**src/rtl/seq_pattern_gen_pkg.sv**
```systemverilog
// Shared types and helpers for the serial pattern transmitter.
package seq_pattern_gen_pkg;

  localparam int W_DEF = 16;

  typedef enum logic [1:0] {S_IDLE, S_SHIFT, S_PAR, S_DONE} state_e;

  // A zero or oversize length selects the full register width.
  function automatic int unsigned eff_len(int unsigned len, int unsigned w);
    return (len == 0 || len > w) ? w : len;
  endfunction

  function automatic int unsigned eff_rep(int unsigned rep);
    return (rep == 0) ? 1 : rep;
  endfunction

endpackage

```
**src/rtl/seq_pattern_gen_if.sv**
```systemverilog
// Request/serial-output bundle between a stimulus source and seq_pattern_gen.
interface seq_pattern_gen_if
  import seq_pattern_gen_pkg::*;
#(
  parameter int W     = W_DEF,
  parameter int LEN_W = $clog2(W + 1),
  parameter int REP_W = 4
);
  logic             start;
  logic [W-1:0]     pattern;
  logic [LEN_W-1:0] len;
  logic [REP_W-1:0] rep;
  logic             x;
  logic             x_valid;
  logic             busy;
  logic             done;

  modport master (output start, pattern, len, rep, input x, x_valid, busy, done);
  modport slave  (input start, pattern, len, rep, output x, x_valid, busy, done);
endinterface

```
**src/rtl/seq_pattern_shreg.sv**
```systemverilog
// Loadable left-aligning shift register; exposes the MSB it will hold next cycle.
module seq_pattern_shreg #(
  parameter int W     = 16,
  parameter int LEN_W = $clog2(W + 1)
) (
  input  logic             clk,
  input  logic             reset,
  input  logic             load_i,
  input  logic             shift_i,
  input  logic [W-1:0]     pattern_i,
  input  logic [LEN_W-1:0] len_i,
  output logic             msb_d_o
);
  logic [W-1:0]     data_q, data_d;
  logic [LEN_W-1:0] shamt;

  assign shamt = LEN_W'(W) - len_i;

  always_comb begin
    data_d = data_q;
    if (load_i)       data_d = pattern_i << shamt;
    else if (shift_i) data_d = {data_q[W-2:0], 1'b0};
  end

  // Lets the parent register x without an extra cycle of latency.
  assign msb_d_o = data_d[W-1];

  always_ff @(posedge clk or posedge reset)
    if (reset) data_q <= '0;
    else       data_q <= data_d;
endmodule

```
**src/rtl/seq_pattern_gen.sv**
```systemverilog
// Serial pattern transmitter, MSB-first, optional repeat.
// Build option: PARITY_EN appends an even-parity bit after every repetition.
module seq_pattern_gen
  import seq_pattern_gen_pkg::*;
#(
  parameter int W     = W_DEF,
  parameter int LEN_W = $clog2(W + 1),
  parameter int REP_W = 4
) (
  input logic            clk,
  input logic            reset,
  seq_pattern_gen_if.slave bus
);
  state_e           state_q, state_d;
  logic [LEN_W-1:0] bcnt_q, bcnt_d, len_q, len_d;
  logic [REP_W-1:0] rcnt_q, rcnt_d;
  logic [W-1:0]     pat_q, pat_d;
  logic             x_q, x_d, xv_q, busy_q, done_q;
  logic             ld, sh, rld, msb_d;
  logic [W-1:0]     ld_pat;
  logic [LEN_W-1:0] ld_len, in_len;
  logic [REP_W-1:0] in_rep;
`ifdef PARITY_EN
  logic             par_q, par_d;
`endif

  assign in_len = LEN_W'(eff_len(32'(bus.len), 32'(W)));
  assign in_rep = REP_W'(eff_rep(32'(bus.rep)));

  always_comb begin
    state_d = state_q;
    bcnt_d  = bcnt_q;
    rcnt_d  = rcnt_q;
    len_d   = len_q;
    pat_d   = pat_q;
    ld      = 1'b0;
    sh      = 1'b0;
    rld     = 1'b0;
    ld_pat  = pat_q;
    ld_len  = len_q;
`ifdef PARITY_EN
    par_d   = par_q;
`endif
    case (state_q)
      S_IDLE: if (bus.start) begin
        ld      = 1'b1;
        ld_pat  = bus.pattern;
        ld_len  = in_len;
        pat_d   = bus.pattern;
        len_d   = in_len;
        bcnt_d  = in_len - LEN_W'(1);
        rcnt_d  = in_rep - REP_W'(1);
        state_d = S_SHIFT;
`ifdef PARITY_EN
        par_d   = 1'b0;
`endif
      end
      S_SHIFT: begin
`ifdef PARITY_EN
        par_d = par_q ^ x_q;
`endif
        if (bcnt_q != '0) begin
          sh     = 1'b1;
          bcnt_d = bcnt_q - LEN_W'(1);
        end else begin
`ifdef PARITY_EN
          state_d = S_PAR;
`else
          if (rcnt_q != '0) rld = 1'b1;
          else              state_d = S_DONE;
`endif
        end
      end
      S_PAR:
        if (rcnt_q != '0) rld = 1'b1;
        else              state_d = S_DONE;
      S_DONE:  state_d = S_IDLE;
      default: state_d = S_IDLE;
    endcase
    // Next repetition starts straight from the latched copy, no idle gap.
    if (rld) begin
      ld      = 1'b1;
      bcnt_d  = len_q - LEN_W'(1);
      rcnt_d  = rcnt_q - REP_W'(1);
      state_d = S_SHIFT;
`ifdef PARITY_EN
      par_d   = 1'b0;
`endif
    end
  end

`ifdef PARITY_EN
  assign x_d = (state_d == S_SHIFT) ? msb_d : ((state_d == S_PAR) & (par_q ^ x_q));
`else
  assign x_d = (state_d == S_SHIFT) & msb_d;
`endif

  seq_pattern_shreg #(.W(W), .LEN_W(LEN_W)) u_shreg (
    .clk      (clk),
    .reset    (reset),
    .load_i   (ld),
    .shift_i  (sh),
    .pattern_i(ld_pat),
    .len_i    (ld_len),
    .msb_d_o  (msb_d)
  );

  always_ff @(posedge clk or posedge reset) begin
    if (reset) begin
      state_q <= S_IDLE;
      bcnt_q  <= '0;
      rcnt_q  <= '0;
      len_q   <= '0;
      pat_q   <= '0;
      x_q     <= 1'b0;
      xv_q    <= 1'b0;
      busy_q  <= 1'b0;
      done_q  <= 1'b0;
    end else begin
      state_q <= state_d;
      bcnt_q  <= bcnt_d;
      rcnt_q  <= rcnt_d;
      len_q   <= len_d;
      pat_q   <= pat_d;
      x_q     <= x_d;
      xv_q    <= (state_d == S_SHIFT) || (state_d == S_PAR);
      busy_q  <= (state_d == S_SHIFT) || (state_d == S_PAR);
      done_q  <= (state_d == S_DONE);
    end
  end

`ifdef PARITY_EN
  always_ff @(posedge clk or posedge reset)
    if (reset) par_q <= 1'b0;
    else       par_q <= par_d;
`endif

  assign bus.x       = x_q;
  assign bus.x_valid = xv_q;
  assign bus.busy    = busy_q;
  assign bus.done    = done_q;
endmodule
```
**src/flat_wrapper.sv**
```systemverilog
// flat-port wrapper written by rule: the top's interface ports become plain ports
module seq_pattern_gen_flat import seq_pattern_gen_pkg::*;
#(
  parameter int W     = W_DEF,
  parameter int LEN_W = $clog2(W + 1),
  parameter int REP_W = 4
)
  (clk, reset, bus_start, bus_pattern, bus_len, bus_rep, bus_x, bus_x_valid, bus_busy, bus_done);
  seq_pattern_gen_if #(.W(W), .LEN_W(LEN_W), .REP_W(REP_W)) bus_i ();
  input logic clk;
  input logic reset;
  input wire logic [$bits(bus_i.start)-1:0] bus_start;
  input wire logic [$bits(bus_i.pattern)-1:0] bus_pattern;
  input wire logic [$bits(bus_i.len)-1:0] bus_len;
  input wire logic [$bits(bus_i.rep)-1:0] bus_rep;
  output wire logic [$bits(bus_i.x)-1:0] bus_x;
  output wire logic [$bits(bus_i.x_valid)-1:0] bus_x_valid;
  output wire logic [$bits(bus_i.busy)-1:0] bus_busy;
  output wire logic [$bits(bus_i.done)-1:0] bus_done;
  assign bus_i.start = bus_start;
  assign bus_i.pattern = bus_pattern;
  assign bus_i.len = bus_len;
  assign bus_i.rep = bus_rep;
  assign bus_x = bus_i.x;
  assign bus_x_valid = bus_i.x_valid;
  assign bus_busy = bus_i.busy;
  assign bus_done = bus_i.done;
  seq_pattern_gen #(.W(W), .LEN_W(LEN_W), .REP_W(REP_W)) u_core (.clk(clk), .reset(reset), .bus(bus_i));
endmodule
```
**config.mk**
```make
export PLATFORM = sky130hd
export DESIGN_NAME = seq_pattern_gen_flat
export DESIGN_NICKNAME = d
export VERILOG_FILES = /design/src/rtl/seq_pattern_gen_pkg.sv /design/src/rtl/seq_pattern_gen_if.sv /design/src/rtl/seq_pattern_shreg.sv /design/src/rtl/seq_pattern_gen.sv /design/src/flat_wrapper.sv
export SDC_FILE = /design/constraint.sdc
export NUM_CORES = 1
export LEC_CHECK = 0
export CORE_MARGIN = 2
export CORE_UTILIZATION = 40
export DETAILED_ROUTE_END_ITERATION = 16
export GPL_TIMING_DRIVEN = 1
export PLACE_DENSITY = 0.56
export RECOVER_POWER = 25
export SLEW_MARGIN = 20
export SYNTH_ARGS = -nofsm -noshare
export SYNTH_HDL_FRONTEND = slang
export SYNTH_HIERARCHICAL = 1
export SYNTH_SLANG_ARGS = --single-unit
```
**constraint.sdc**
```tcl
create_clock -name clk -period 5 [get_ports clk]
set_clock_uncertainty 0.2 [all_clocks]
set_input_delay 1 -clock clk [delete_from_list [all_inputs] [get_ports clk]]
set_output_delay 1 -clock clk [all_outputs]
set_load 0.05 [all_outputs]
```
# After elaboration in Yosys (flattened, before gate mapping)
# Index checks and enable logic that the tools add are counted.
[totals]
ff_bits = 51
input_bits = 28
out_inout_bits = 4
wordCells = 68
[op_classes]
addsub = 6
order_cmp = 1
n_eq_ne = 8
shift = 1
muxes = 28
bitwise = 1
n_reduce_logical = 13
[op_table]
columns = ["operator", "n"]
rows = [
  ["16-bit two-way mux", 4],
  ["5-bit two-way mux", 6],
  ["4-bit two-way mux", 4],
  ["16-bit by 5-bit left shift with 16-bit output", 1],
  ["5-bit by 1-bit subtractor with 5-bit output (second input constant)", 3],
  ["5-bit one-hot mux with 2 select lines", 1],
  ["2-bit == test (second input constant)", 4],
  ["2-bit two-way mux", 4],
  ["2-bit one-hot mux with 4 select lines", 1],
  ["4-bit by 1-bit subtractor with 4-bit output (second input constant)", 2],
  ["1-bit two-way mux", 7],
  ["2-bit nonzero test", 3],
  ["5-bit greater-than comparator (second input constant)", 1],
  ["5-bit logical NOT", 1],
  ["5-bit nonzero test", 1],
  ["5-bit subtractor (first input constant)", 1],
  ["2-bit by 1-bit == test with 1-bit output (second input constant)", 2],
  ["4-bit logical NOT", 1],
  ["4-bit nonzero test", 1],
  ["3-bit by 1-bit inequality test with 1-bit output (second input constant)", 1],
  ["3-bit by 2-bit inequality test with 1-bit output (second input constant)", 1],
  ["3-bit AND reduction", 1],
  ["3-bit nonzero test", 1],
  ["2-bit logical NOT", 1],
  ["other kinds (4)", 5],
]

# Logic depth before layout (Yosys ltp)
[logic_depth]
ltp_word = 9
ltp_mapped = 17
ltp_nobuf = 12

# Modules after synthesis
# Netlist, hierarchy kept.
[modules_own_cells]
columns = ["mod", "instances", "cells_each", "area_per_inst_um2", "seq_area_each_um2"]
rows = [
  ["seq_pattern_gen", 1, 219, 1948.1, 875.8],
  ["seq_pattern_shreg", 1, 148, 1611.5, 400.4],
]

# Least setup slack after synthesis
# Ideal clock, no wire load.
[synth_timing]
path_type = "input to register"
start = "in bus_len[0]"
end = "reg u_core.u_shreg.data_q[14]"
setup_ns = 0.126
arrival_time_ns = 3.939
required_ns = 4.674
setup_slack_ns = 0.736
stages = 14
n_path_buf = 3
cell_sequence = "nor2_1 nand2_1 ha_1 nand2b_1 o21ai_0 buf_6 buf_12 inv_2 ha_1 buf_6 mux2_2 mux2_2 mux2_2 a221o_1"
[synth_via]
elab_chain_len = 8
word_cells_on_any_way = 9
cone_classes = "1 x add/sub; 1 x order compare; 1 x shift; 4 x mux; 2 x reduce/logical"
[synth_rtl]
columns = ["element", "line", "text"]
rows = [
  ["from (decl)", "flat_wrapper.sv:14", "input wire logic [$bits(bus_i.len)-1:0] bus_len;"],
  ["5-bit greater-than comparator or 5-bit logical NOT (tied branches)", "seq_pattern_gen_pkg.sv:10", "return (len == 0 || len > w) ? w : len;"],
  ["1-bit logical OR", "seq_pattern_gen_pkg.sv:10", ""],
  ["5-bit two-way mux *", "seq_pattern_gen_pkg.sv:10", ""],
  ["5-bit two-way mux *", "seq_pattern_gen.sv:45", "S_IDLE: if (bus.start) begin"],
  ["5-bit two-way mux *", "seq_pattern_gen.sv:44", "case (state_q)"],
  ["named net u_core.ld_len[0]", "seq_pattern_gen.sv:21", "logic [LEN_W-1:0] ld_len, in_len;"],
  ["5-bit subtractor *", "seq_pattern_shreg.sv:17", "assign shamt = LEN_W'(W) - len_i;"],
  ["16-bit by 5-bit left shift with 16-bit output *", "seq_pattern_shreg.sv:21", "if (load_i) data_d = pattern_i << shamt;"],
  ["16-bit two-way mux *", "seq_pattern_shreg.sv:21", ""],
  ["to (signal assigned)", "seq_pattern_shreg.sv:30", "else data_q <= data_d;"],
  ["to (decl)", "seq_pattern_shreg.sv:14", "logic [W-1:0] data_q, data_d;"],
]
# The timed path passes the listed nets; every way through them passes the cells marked *.
# A chain may end at the register's enable or synchronous reset.

# Worst setup path in the final report
# Same ends and word-level chain as after synthesis.

==> results.py <==
metrics = {
    "run_status": {
        "outcome": "complete, but fails checks",
        "violations": "max-capacitance violations, max-slew violations",
    },
    "yosys": {
        "synthCells": 367,
        "synth_nets": 404,
        "ys_warn_count": 6,
        "synthFlopType": "dfrtp_1",
        "synthArstFlopShare": 1.00,
        "synthesis.area_sq_um": 3560,
        "seq_area_frac_synth": 0.359,
        "yosysTopAreaCellShare": 0.359,
        "synth-seq-cells": 51,
        "synth-edff-count": 0,
        "synth.largest_area_cell": "dfrtp_1",
        "synth.distinct_cells": 65,
        "synth_top_cells_by_area": "dfrtp_1 (36%), mux4_1 (7.4%), nand2_1 (7.0%)",
        "avgSynthCellArea_sq_um": 9.70,
    },
    "timing": {
        "fin_crit_sh": 0.852,
        "slew_viol_final": 31,
        "max_freq_mhz": 235,
        "fin_ws_ps": 738,
        "setup_violations": 0,
        "relSlewSlack": -0.119,
        "rsz0062_at_grt": "false",
        "tightest_slew_ps": 1680,
        "hold_viol_final": 0,
        "finalCriticalPeriod_ps": 4260,
        "tns_ps": 0,
        "hold_ws_ps": 314,
    },
    "clocking": {
        "clockBufferDepth": 2,
        "cts_tree": "done",
        "cts_root_buf": "clkbuf_8",
        "cts_sinks": 51,
        "ctsHoldBuffers": 0,
        "worstSkewPairLatency_ps": 310,
        "post-cts-setup-buffers": 0,
        "htree_levels": 2,
        "cts_repair_resize_count": 0,
        "cts_buffers": 5,
        "cts.clk_slew.worst_paths_ps": 90,
    },
    "placement": {
        "dp.cells": 499,
        "gp_congestion": 0.854,
        "dp_slack_ps": 412,
        "placed_cell_area_sq_um": 3980,
        "dp_hpwl_mm": 6.32,
        "port_buffers": 31,
    },
    "worst_setup_path": {
        "required_ps": 5000,
        "crit_buf_inv": 2,
        "path_cells": "clkdlybuf4s50_1 -> nor2_1 -> nand2_1 -> ha_1 -> nand2b_1 -> o21ai_2 -> inv_2 -> ha_1 -> mux2_2 -> mux2_2 -> mux2_2 -> a221o_1",
        "worstSetupPathType": "in2reg",
        "startpoint": "bus_len[0]",
        "r2r-start": "u_core/state_q[0]$_DFF_PP0_",
        "cp-start-kind": "input pin",
        "path_max_fanout": 9,
        "crit_arrival_ps": 4260,
        "crit_family": "multiplexers",
        "cpMaxStageDelayCell": "ha_1",
        "critPathMaxStageDelay_ps": 470,
        "path_common_cell": "mux2_2",
        "cp-end-kind": "flip-flop",
    },
    "detailed_routing": {
        "wl_mm": 8.33,
        "wl_met1_mm": 4.05,
        "vias_per_cell": 5.66,
        "vias": 2869,
        "wl_met2_mm": 3.90,
        "dr.first_iter.drc_count": 168,
        "final_antenna_net_count": 0,
        "top_layer_used": "met4",
        "drc": 0,
        "met3_length_um": 289,
        "first_pass_iters": 4,
        "wire_per_inst_um": 16.4,
    },
    "min_path": {
        "hold_path.class": "reg2reg",
        "min_from": "u_core/u_shreg/data_q[0]$_DFFE_PP0P_",
    },
    "power": {
        "ir_worst_vdd_mv": 0.0937,
        "powerDensity_nw_per_um2": 177,
        "power.leakage_nw": 1.85,
        "p_total_mw": 0.722,
    },
    "global_routing": {
        "grt_max_degree": 31,
        "groute.usage.overall": 0.181,
        "antenna_found_initial": 0,
        "grt_pass1_wl_mm": 14.2,
        "grt_pass1_vias": 2820,
        "grt.overflow.total": 0,
    },
    "layout": {
        "syn_to_final_growth_pct": 14.6,
        "final_nets": 435,
        "design_area_sq_um": 4080,
        "drive_gt1_frac": 0.123,
        "finalCoreUtilization": 0.470,
        "antenna_cells": 0,
        "finalNonFillerCells": 507,
    },
    "floorplanning": {
        "dieWidth_um": 98.3,
        "die_y_um": 98.3,
        "initial_utilization": 0.410,
        "ios": 32,
        "core_sq_um": 8680,
        "die_area_sq_um": 9670,
        "rows": 34,
    },
    "flow_run": {
        "maxCapViolCount": 1,
    },
}
## layout by cell type (no fill, tap or decap), types with 3 or more instances in the layout
cell and n:
xor2_1 6, mux2i_1 17, clkdlybuf4s50_1 30, nor2_1 16
o21ai_0 20, nand2b_1 6, mux2_2 7, clkbuf_8 7
a2bb2oi_1 7, o31ai_1 4, and2_1 3, a211oi_1 3
a31oi_1 3, nor4_1 5, a221o_1 4, xnor2_1 4
a21oi_1 16, o21ai_1 3, nor2b_1 3, nor3_1 12
mux4_1 10, ha_1 9, inv_1 17, buf_4 12
nand2_1 66, or3_1 4, dfrtp_1 51, nor3b_1 6
mux4_2 3
## flip-flops by register name, indices dropped and copies added, names as in the netlist
register and flops:
u_core/pat_q 16, u_core/u_shreg/data_q 16, u_core/bcnt_q 5, u_core/len_q 5
u_core/rcnt_q 4, u_core/state_q 2, u_core/bus.busy 1, u_core/bus.done 1
u_core/bus.x 1
## where the power goes
part / internal, mW / total (mW) / switching, mW
logic: 0.0231 / 0.0424 / 0.0193
clock network: 0.126 / 0.268 / 0.141
registers: 0.412 / 0.412 / 0
## layout make-up
type | instances | area [sq um]
clock inverter | 1 | 7.51
timing repair buffer | 44 | 404
fill | 870 | 4600
sequential | 51 | 1280
tap | 108 | 135
clock buffer | 7 | 96.3
inverter | 18 | 67.6
multi-input combinational | 278 | 2090
## synthesized netlist by cell type, types with 3 or more instances
library cell,number
a211oi_1,3
mux4_1,10
buf_2,5
o21ai_0,21
a221o_1,4
mux2i_1,17
nor2_1,16
nor3b_1,6
mux4_2,3
o21ai_1,3
nor2b_1,3
dfrtp_1,51
o31ai_1,4
clkbuf_1,9
a2bb2oi_1,7
nand2b_1,6
nor4_1,5
xnor2_1,4
inv_1,17
a21oi_1,16
mux2_2,7
buf_6,3
ha_1,9
or3_1,4
a31oi_1,3
and2_1,3
xor2_1,6
nor3_1,12
nand2_1,66
a21boi_0,3
## metal layers
layer | vias up | GRT usage
met4 | 0 | 0.0421
met2 | 68 | 0.299
met3 | 6 | 0.0258
met1 | 1397 | 0.253
met5 | - | 0
li1 | 1398 | -
## worst register-to-register path, delay by kind of cell, from the launching register on
family          cells  cell delay, ps
compound gates      3            1480
simple gates        3             720
xor+xnor            1             140
fa+ha+maj           1             200
flops               1             430
buf+inv             2             420
## worst paths after layout
| path | cells past startpoint | slack, ps | endpoint |
|---|---|---|---|
| max | 12 | 740 | u_core/u_shreg/data_q[14]$_DFFE_PP0P_ |
| min | 1 | 310 | u_core/u_shreg/data_q[0]$_DFFE_PP0P_ |
| max reg2reg | 10 | 1310 | u_core/bus.x$_DFF_PP0_ |
| min reg2reg | 1 | 310 | u_core/u_shreg/data_q[0]$_DFFE_PP0P_ |
| max in group asynchronous | 3 | 1870 | u_core/pat_q[9]$_DFF_PP0_ |
| min in group asynchronous | 2 | 880 | u_core/rcnt_q[0]$_DFFE_PP0P_ |
## cells by family after synthesis
group	count (synthesis)	share of synthesized area
XOR/XNOR	10	0.0246
AO/OA/AOI/OAI	84	0.167
AND/OR/NAND/NOR	137	0.196
multiplexers	38	0.167
flip-flops	51	0.359
adder cells (fa/ha/maj)	9	0.0316
buffers and inverters	38	0.0548
Power figures use the tool's default switching activity.
